--- config.mk ---
export PLATFORM = sky130hd
export DESIGN_NAME = bcd_mes_loader
export DESIGN_NICKNAME = d
export VERILOG_FILES = /design/src/rtl/bcd_mes_pkg.sv /design/src/rtl/bcd_mes_loader_edge_tick.sv /design/src/rtl/bcd_mes_loader.sv
export SDC_FILE = /design/constraint.sdc
export NUM_CORES = 1
export LEC_CHECK = 0
export ABC_AREA = 1
export CAP_MARGIN = 10
export CORE_UTILIZATION = 30
export DETAILED_ROUTE_END_ITERATION = 7
export GPL_TIMING_DRIVEN = 0
export SLEW_MARGIN = 20
export SYNTH_ARGS = -nofsm -noshare
export SYNTH_HDL_FRONTEND = slang
export SYNTH_HIERARCHICAL = 1
export SYNTH_SLANG_ARGS = --single-unit
--- constraint.sdc ---
create_clock -name clk -period 3.92 [get_ports clk]
set_clock_uncertainty 0.2 [all_clocks]
set_input_delay 0.392 -clock clk [delete_from_list [all_inputs] [get_ports clk]]
set_output_delay 0.392 -clock clk [all_outputs]
set_load 0.02 [all_outputs]
--- src/rtl/bcd_mes_pkg.sv ---
// Shared definitions for the date-setting loaders: FSM states, field-select codes, month range.
package bcd_mes_pkg;

   typedef enum logic [2:0] {
      ST_IDLE   = 3'd0,
      ST_GOT_D1 = 3'd1,
      ST_CHECK  = 3'd2,
      ST_LOAD   = 3'd3,
      ST_ERR    = 3'd4
   } state_t;

   // en_count codes driven by the setting FSM
   localparam logic [3:0] FIELD_SEG  = 4'd1;
   localparam logic [3:0] FIELD_MIN  = 4'd2;
   localparam logic [3:0] FIELD_HORA = 4'd3;
   localparam logic [3:0] FIELD_DIA  = 4'd4;
   localparam logic [3:0] FIELD_MES  = 4'd5;
   localparam logic [3:0] FIELD_ANO  = 4'd6;

   localparam int unsigned MES_MIN = 1;
   localparam int unsigned MES_MAX = 12;

   typedef struct packed {
      logic [3:0] d1;
      logic [3:0] d0;
   } entry_t;

   function automatic int unsigned max_u(input int unsigned a, input int unsigned b);
      return (a > b) ? a : b;
   endfunction

endpackage

--- src/rtl/bcd_mes_loader_edge_tick.sv ---
// Registered rising-edge detector; suppresses a tick for a level already high at reset release.
module edge_tick (
   input  logic clk,
   input  logic reset,
   input  logic level,
   output logic tick_c
);

   logic level_q;
   logic armed;

   always_ff @(posedge clk or negedge reset) begin
      if (!reset) begin
         level_q <= 1'b0;
         armed   <= 1'b0;
      end else begin
         level_q <= level;
         armed   <= 1'b1;
      end
   end

   assign tick_c = level & ~level_q & armed;

endmodule

--- src/rtl/bcd_mes_loader.sv ---
// Two-digit BCD month entry: captures digits, validates 01..12, hands month-1 to the counter via req/ack.
module bcd_mes_loader
   import bcd_mes_pkg::*;
#(
   parameter logic [3:0]  SEL_MES  = FIELD_MES,
   parameter int unsigned TIMEOUT  = 50000000,
   parameter int unsigned ERR_HOLD = 25000000
) (
   input  logic       clk,
   input  logic       reset,
   input  logic [3:0] en_count,
   input  logic       digit_strobe,
   input  logic [3:0] digit_in,
   input  logic       clear,
   input  logic       load_ack,
   output logic [3:0] q_load,
   output logic       load_req,
   output logic [3:0] digit1_echo,
   output logic [3:0] digit0_echo,
   output logic       busy,
   output logic       error
);

   localparam int unsigned TW = $clog2(max_u(TIMEOUT, ERR_HOLD) + 1);

   state_t        state, state_n;
   logic [TW-1:0] timer, timer_n, timer_inc;
   entry_t        entry, entry_n;
   logic [3:0]    q_load_n, digit1_n, digit0_n;
   logic          load_req_n, busy_n, error_n;
   logic          tick, sel, valid;
   logic [4:0]    value;

   edge_tick u_edge_tick (
      .clk    (clk),
      .reset  (reset),
      .level  (digit_strobe),
      .tick_c (tick)
   );

   assign sel       = (en_count == SEL_MES);
   assign timer_inc = (timer == {TW{1'b1}}) ? timer : timer + TW'(1);

   // d1*10 + d0 via shifts, kept to 5 bits
   assign value = (5'(entry.d1) << 3) + (5'(entry.d1) << 1) + 5'(entry.d0);
   assign valid = (entry.d1 <= 4'd1) && (entry.d0 <= 4'd9) &&
                  (value >= 5'(MES_MIN)) && (value <= 5'(MES_MAX));

   always_ff @(posedge clk or negedge reset) begin
      if (!reset) begin
         state       <= ST_IDLE;
         timer       <= '0;
         entry       <= '0;
         q_load      <= 4'd0;
         load_req    <= 1'b0;
         digit1_echo <= 4'd0;
         digit0_echo <= 4'd0;
         busy        <= 1'b0;
         error       <= 1'b0;
      end else begin
         state       <= state_n;
         timer       <= timer_n;
         entry       <= entry_n;
         q_load      <= q_load_n;
         load_req    <= load_req_n;
         digit1_echo <= digit1_n;
         digit0_echo <= digit0_n;
         busy        <= busy_n;
         error       <= error_n;
      end
   end

   always_comb begin
      state_n    = state;
      timer_n    = timer;
      entry_n    = entry;
      q_load_n   = q_load;
      load_req_n = load_req;
      digit1_n   = digit1_echo;
      digit0_n   = digit0_echo;
      error_n    = error;

      if (clear) begin
         state_n    = ST_IDLE;
         timer_n    = '0;
         load_req_n = 1'b0;
         error_n    = 1'b0;
         digit1_n   = 4'd0;
         digit0_n   = 4'd0;
      end else if (!sel && (state == ST_GOT_D1 || state == ST_CHECK)) begin
         state_n  = ST_IDLE;
         timer_n  = '0;
         digit1_n = 4'd0;
         digit0_n = 4'd0;
      end else begin
         case (state)
            ST_IDLE: begin
               if (tick && sel) begin
                  entry_n.d1 = digit_in;
                  digit1_n   = digit_in;
                  digit0_n   = 4'd0;
                  timer_n    = '0;
                  error_n    = 1'b0;
                  state_n    = ST_GOT_D1;
               end
            end
            ST_GOT_D1: begin
               // a tick on the timeout cycle still counts as the second digit
               if (tick) begin
                  entry_n.d0 = digit_in;
                  digit0_n   = digit_in;
                  state_n    = ST_CHECK;
               end else if (timer == TW'(TIMEOUT - 1)) begin
                  timer_n  = '0;
                  error_n  = 1'b1;
                  digit1_n = 4'd0;
                  digit0_n = 4'd0;
                  state_n  = ST_ERR;
               end else begin
                  timer_n = timer_inc;
               end
            end
            ST_CHECK: begin
               if (valid) begin
                  q_load_n   = 4'(value - 5'd1);
                  load_req_n = 1'b1;
                  state_n    = ST_LOAD;
               end else begin
                  timer_n  = '0;
                  error_n  = 1'b1;
                  digit1_n = 4'd0;
                  digit0_n = 4'd0;
                  state_n  = ST_ERR;
               end
            end
            ST_LOAD: begin
               if (load_ack) begin
                  load_req_n = 1'b0;
                  state_n    = ST_IDLE;
               end
            end
            ST_ERR: begin
               if (timer == TW'(ERR_HOLD - 1)) begin
                  timer_n = '0;
                  error_n = 1'b0;
                  state_n = ST_IDLE;
               end else begin
                  timer_n = timer_inc;
               end
            end
            default: begin
               state_n = ST_IDLE;
               timer_n = '0;
            end
         endcase
      end

      busy_n = (state_n != ST_IDLE);
   end

endmodule

# Word-level counts from Yosys, hierarchy flattened
# Cells that the tools add are included.
[classes] n_lt_le_gt_ge=4 n_mul=0 n_div=0 n_mux=43 reduce_logical=20 n_addsub=4 n_eq_ne=22 n_bitwise=5 n_shift=0
[ops] op="26-bit 2-to-1 mux" n=8
[ops] op="26-bit case mux with 5 select lines" n=1
[ops] op="26-bit == test, second input constant" n=2
[ops] op="4-bit 2-to-1 mux" n=10
[ops] op="26-bit by 1-bit adder with 26-bit output, second input constant" n=1
[ops] op="26-bit by 25-bit == test with 1-bit output, second input constant" n=1
[ops] op="3-bit 2-to-1 mux" n=8
[ops] op="4-bit case mux with 3 select lines" n=2
[ops] op="4-bit AND reduction" n=6
[ops] op="3-bit inequality test, second input constant" n=7
[ops] op="3-bit case mux with 5 select lines" n=1
[ops] op="1-bit 2-to-1 mux" n=11
[ops] op="5-bit nonzero test" n=2
[ops] op="4-bit by 3-bit inequality test with 1-bit output, second input constant" n=2
[ops] op="7-bit AND reduction" n=1
[ops] op="3-bit by 2-bit == test with 1-bit output, second input constant" n=2
[ops] op="3-bit nonzero test" n=2
[ops] op="5-bit by 4-bit adder with 5-bit output" n=1
[ops] op="5-bit adder" n=1
[ops] op="5-bit by 1-bit >= comparator with 1-bit output, second input constant" n=1
[ops] op="5-bit by 4-bit less-or-equal comparator with 1-bit output, second input constant" n=1
[ops] op="1-bit logical AND" n=5
[ops] op="5-bit by 3-bit inequality test with 1-bit output, second input constant" n=1
[ops] op="5-bit AND reduction" n=1
[ops] op="17 further kinds" n=20
[word_totals] wordCells=110 output_inout_bits=15 ram_bits=0 mem_count=0 rom_bits=0 input_bits=13 latch_bits=0 regBits=54

# Logic depth before layout (Yosys ltp)
[logic_depth] depth_word=10 depth_mapped=17 mapped_depth_nobuf=17

# By module
# Netlist, hierarchy kept.
[modules_own_cells] module="bcd_mes_loader" area_per_inst_um2=3507.1 seq_area_each_um2=1301.2 n_inst=1 cells_per_inst=529
[modules_own_cells] module="edge_tick" area_per_inst_um2=63.8 seq_area_each_um2=50.0 n_inst=1 cells_per_inst=5

# Worst setup path after synthesis
# OpenSTA, ideal clock, no wires.
[synth_timing] path_kind="register to register" start="register entry[3] (netlist name)" end="register timer[4]" arrival_ns=2.544 required_time_ns=3.594 n_path_buf=1 synth_period_minus_slack_ns=2.870 setup_time_ns=0.126 setup_slack_ns=1.050 stages_incl_launch_ff=15 path_cell_list="dfrtp_1 -> inv_1 -> fa_1 -> inv_1 -> fa_1 -> inv_1 -> nand3_1 -> nor2_1 -> nor2_1 -> nand3_4 -> nand2_4 -> inv_4 -> buf_2 -> nand3_1 -> o21ai_0"
[synth_between] elab_chain_len=6 word_cells_on_any_way=9 cone_classes="add/sub (1); order compare (3); eq/ne (1); reduce/logical (4)"
[synth_rtl] item="from (decl)" line="bcd_mes_loader.sv:28" text="entry_t entry, entry_n;"
[synth_rtl] item="from (signal assigned)" line="bcd_mes_loader.sv:63" text="entry <= entry_n;"
[synth_rtl] item="5-bit by 4-bit adder with 5-bit output or 4-bit less-or-equal comparator (tied branches)" line="bcd_mes_loader.sv:45, bcd_mes_loader.sv:46"
[synth_rtl] item="5-bit by 1-bit >= comparator with 1-bit output or 1-bit logical AND (tied branches)" line="bcd_mes_loader.sv:47, bcd_mes_loader.sv:46"
[synth_rtl] item="1-bit logical AND" line="bcd_mes_loader.sv:46" text="assign valid = (entry.d1 <= 4'd1) && (entry.d0 <= 4'd9) &&"
[synth_rtl] item="1-bit logical AND *" line="bcd_mes_loader.sv:47" text="(value >= 5'(MES_MIN)) && (value <= 5'(MES_MAX));"
[synth_rtl] item="4-bit by 3-bit inequality test with 1-bit output (no line) *"
[synth_rtl] item="4-bit AND reduction (no line) *"
[synth_rtl] item="to (signal assigned)" line="bcd_mes_loader.sv:62" text="timer <= timer_n;"
[synth_rtl] item="to (decl)" line="bcd_mes_loader.sv:27" text="logic [TW-1:0] timer, timer_n, timer_inc;"
# Every way passes the cells marked *; elsewhere a longest branch is shown, timed or not.
# A chain may end at the register's enable or synchronous reset.

# Worst setup path after layout
[layout_timing] start="register entry[3] (netlist name)" end="register timer[21]"
# The elaborated chain is that of the path after synthesis.

==> run summary <==
outcome = complete, but fails checks
failing checks = DRC
post-layout util = 36.3%
worst-skew pair later-pin latency = 0.30 ns
largest net degree at the start of global routing = 55
Crit path largest cell delay = 0.58 ns
most frequent cells in the layout = nand2_1 (163), nor2_1 (108), inv_1 (60)
# diodes = 0
gr ovfl total = 0
worst slew pin tran = 0.690 ns
worst r2r src = entry[3]$_DFFE_PN0P_
worst path cell trace = inv_1 -> fa_1 -> inv_1 -> fa_1 -> inv_1 -> nand3_1 -> nor2_1 -> nor2_1 -> nand3_4 -> nand2_4 -> buf_2 -> o21bai_1 -> nand2_1 -> nor2_1
post-detail-place hpwl = 6980 µm
Setup TNS Final = 0 ns
crit path launch = entry[3]$_DFFE_PN0P_
Post-Syn Instances = 534
#FFs+latches synth = 54
Root Driver = clkbuf_16
DRT antenna net count = 0
vias in the first global route = 3317
Synth area leaders = dfrtp_1 (38%), nand2_1 (17%), nor2_1 (11%)
I/O pin cnt = 28
Netlist cell types = 32
max_slew headroom = 54.0%
global-route wire length before repair = 15700 µm
Die Span Y = 111 µm
Post-DP Area = 4020 µm²
core area = 11500 µm²
Post-Synthesis Net Count = 556
critical path endpoint category = register
Die W = 111 µm
drt drc = 2
r2r endpoint = timer[21]$_DFFE_PN0P_
fin cells = 713
Fmax = 304 MHz
Internal Power = 0.870 mW
global placement routability congestion = 0.914
Inst Count DP = 704
CTS sink cnt = 54
Worst IR Drop VDD = 0.160 mV
flop-to-flop setup slack = 0.64 ns
YS warnings = 6
# setup viols final = 0
Final Hold Fails = 0
CTS max path bufs = 2
Synth top area share = 37.8%
startpoint types = register
sequential area share after synthesis = 37.8%
switching share of power = 25.7%
pwr/cell area = 280 nW/µm²
min-delay worst type = register to register
Area Overhead vs Synth = 17.2%
GRT Util Overall = 15.6%
reg2reg path depth = 14
CP top delay family = adder cells
Worst Path Max Fanout = 10
Seq pwr share = 49.3%
critical path type = register to register
Synth area leader = dfrtp_1
via count = 3373
clock slew at reported path FFs = 0.08 ns
Clock power frac = 40.7%
Avg Cell Area, Syn = 6.69 µm²
synthesized cell area = 3570 µm²
Critical Path Slowest Stage Cell = fa_1
htree depth = 2
Post-synth EDFFs = 0
nets = 591
prevailing post-synth register cell = dfrtp_1
drt first pass iters = 7
post-cts sizing count = 0
Tcrit/Tclk final = 83.8%
average wire per standard cell = 12.7 µm
Inserted Clock Buffers = 5
DR vias/cell = 4.73
total leakage power = 2.01 nW
row cnt = 39
combinational share of power = 10.1%
Iter 0 DRT Violations = 185
Post-Layout Inst Area = 4180 µm²
Switching Power = 0.301 mW
crit path capture = timer[21]$_DFFE_PN0P_
Buf/Inv on CP = 4
TritonCTS clock tree = yes
Final Max Tran Viols = 0
IO buf count = 27
Tmin final = 3.28 ns
share of cells above drive strength 1 = 4.91%
initial antenna violation count = 0
CP required = 3.91 ns
Die ar. = 12300 µm²
Critical Path Stages = 14
final WL = 9040 µm
RSZ-0062 raised after global routing = false
arrival time at the worst endpoint = 3.28 ns
MaxCap Viol Count = 0
Initial Utilization = 31.0%
most common cell after layout, fill and taps aside = nand2_1
Async SR Flop Fraction = 100%
[through the flow]
| stage | power (mW) | hold slack (ns) | worst slack (ns) |
|---|---|---|---|
| final | 1.17 | 0.294 | 0.636 |
| after global routing | 1.23 | 0.347 | 0.412 |
| after CTS | 1.19 | 0.301 | 0.610 |
| after detailed placement | 0.707 | 0.278 | 0.641 |
| after global placement | 0.706 | 0.274 | 0.516 |
| after floorplan | 0.651 | -0.104 | 1.05 |
[metal layers]
metal,up-vias,global-route usage [%],part of all wire [%]
met1,1541,21.0,49
li1,1760,-,-
met3,10,2.41,3.8
met5,-,0,0
met2,62,26.2,46
met4,0,3.78,1.1
[state kept, by name, summed over array words and instances (netlist names)]
| signal | count |
|---|---|
| load_req | 1 |
| error | 1 |
| u_edge_tick/armed | 1 |
| state | 3 |
| entry | 8 |
| digit1_echo | 4 |
| q_load | 4 |
| u_edge_tick/level_q | 1 |
| busy | 1 |
| digit0_echo | 4 |
| timer | 26 |
[what timing repair did]
item                                   CTS  global route
buffers inserted                         0             0
hold buffers                             1             0
endpoints found under the hold margin   54             0
[cell families (layout without fill, tap and decap cells)]
logic type | count (synthesis) | in the layout | share of synthesized area [%]
adder cells (fa/ha/maj) | 9 | 9 | 3.57
XOR/XNOR | 5 | 5 | 1.23
AO/OA/AOI/OAI | 46 | 46 | 7.36
flip-flops | 54 | 54 | 37.8
other | 1 | 1 | 0.105
buffers and inverters | 68 | 104 | 7.64
AND/OR/NAND/NOR | 349 | 349 | 41.6
multiplexers | 2 | 2 | 0.631
[tightest hold or removal path: cells and delay by family (launching register included)]
family           cells  cell delay (ns)
AO/OA/AOI/OAI        1             0.06
AND/OR/NAND/NOR      1             0.05
flip-flops           1             0.35
[Yosys cell counts, types with 3 or more instances]
cell,count
nand3_1,44
o21ai_0,30
nand4_1,15
nor3_1,9
buf_2,3
inv_1,60
ha_1,7
nand2_1,163
xor2_1,4
a21oi_1,5
dfrtp_1,54
nor2_1,108
nand2_4,3
o21bai_1,6
[cell type report]
| cell class | instances | area [µm²] |
|---|---|---|
| tap | 143 | 179 |
| timing repair buffer | 28 | 278 |
| sequential | 54 | 1350 |
| inverter | 63 | 239 |
| buffer | 5 | 33.8 |
| multi-input combinational | 412 | 1950 |
| clock inverter | 2 | 17.5 |
| fill | 1232 | 7330 |
| clock buffer | 6 | 139 |
[worst min-delay path by stage]
stage | from | end | slack (ns) | depth (start not counted)
2_1_floorplan | reset | busy$_DFF_PN0_ | -0.10 | 0
3_3_place_gp | q_load[0]$_DFFE_PN0P_ | q_load[0]$_DFFE_PN0P_ | 0.27 | 2
3_5_place_dp | digit1_echo[1]$_DFFE_PN0P_ | digit1_echo[1]$_DFFE_PN0P_ | 0.28 | 2
4_1_cts | q_load[0]$_DFFE_PN0P_ | q_load[0]$_DFFE_PN0P_ | 0.30 | 2
5_1_grt | digit1_echo[1]$_DFFE_PN0P_ | digit1_echo[1]$_DFFE_PN0P_ | 0.35 | 2
6_report | q_load[0]$_DFFE_PN0P_ | q_load[0]$_DFFE_PN0P_ | 0.29 | 2
[power by group through the flow]
stage | clock network (mW) | logic (mW) | registers (mW)
global placement | 0 | 0.118 | 0.588
CTS | 0.492 | 0.121 | 0.577
floorplan | 0 | 0.0599 | 0.591
global route | 0.514 | 0.134 | 0.578
detailed placement | 0 | 0.119 | 0.587
finish | 0.476 | 0.118 | 0.577
No activity file was read; power rests on OpenSTA's default activity.
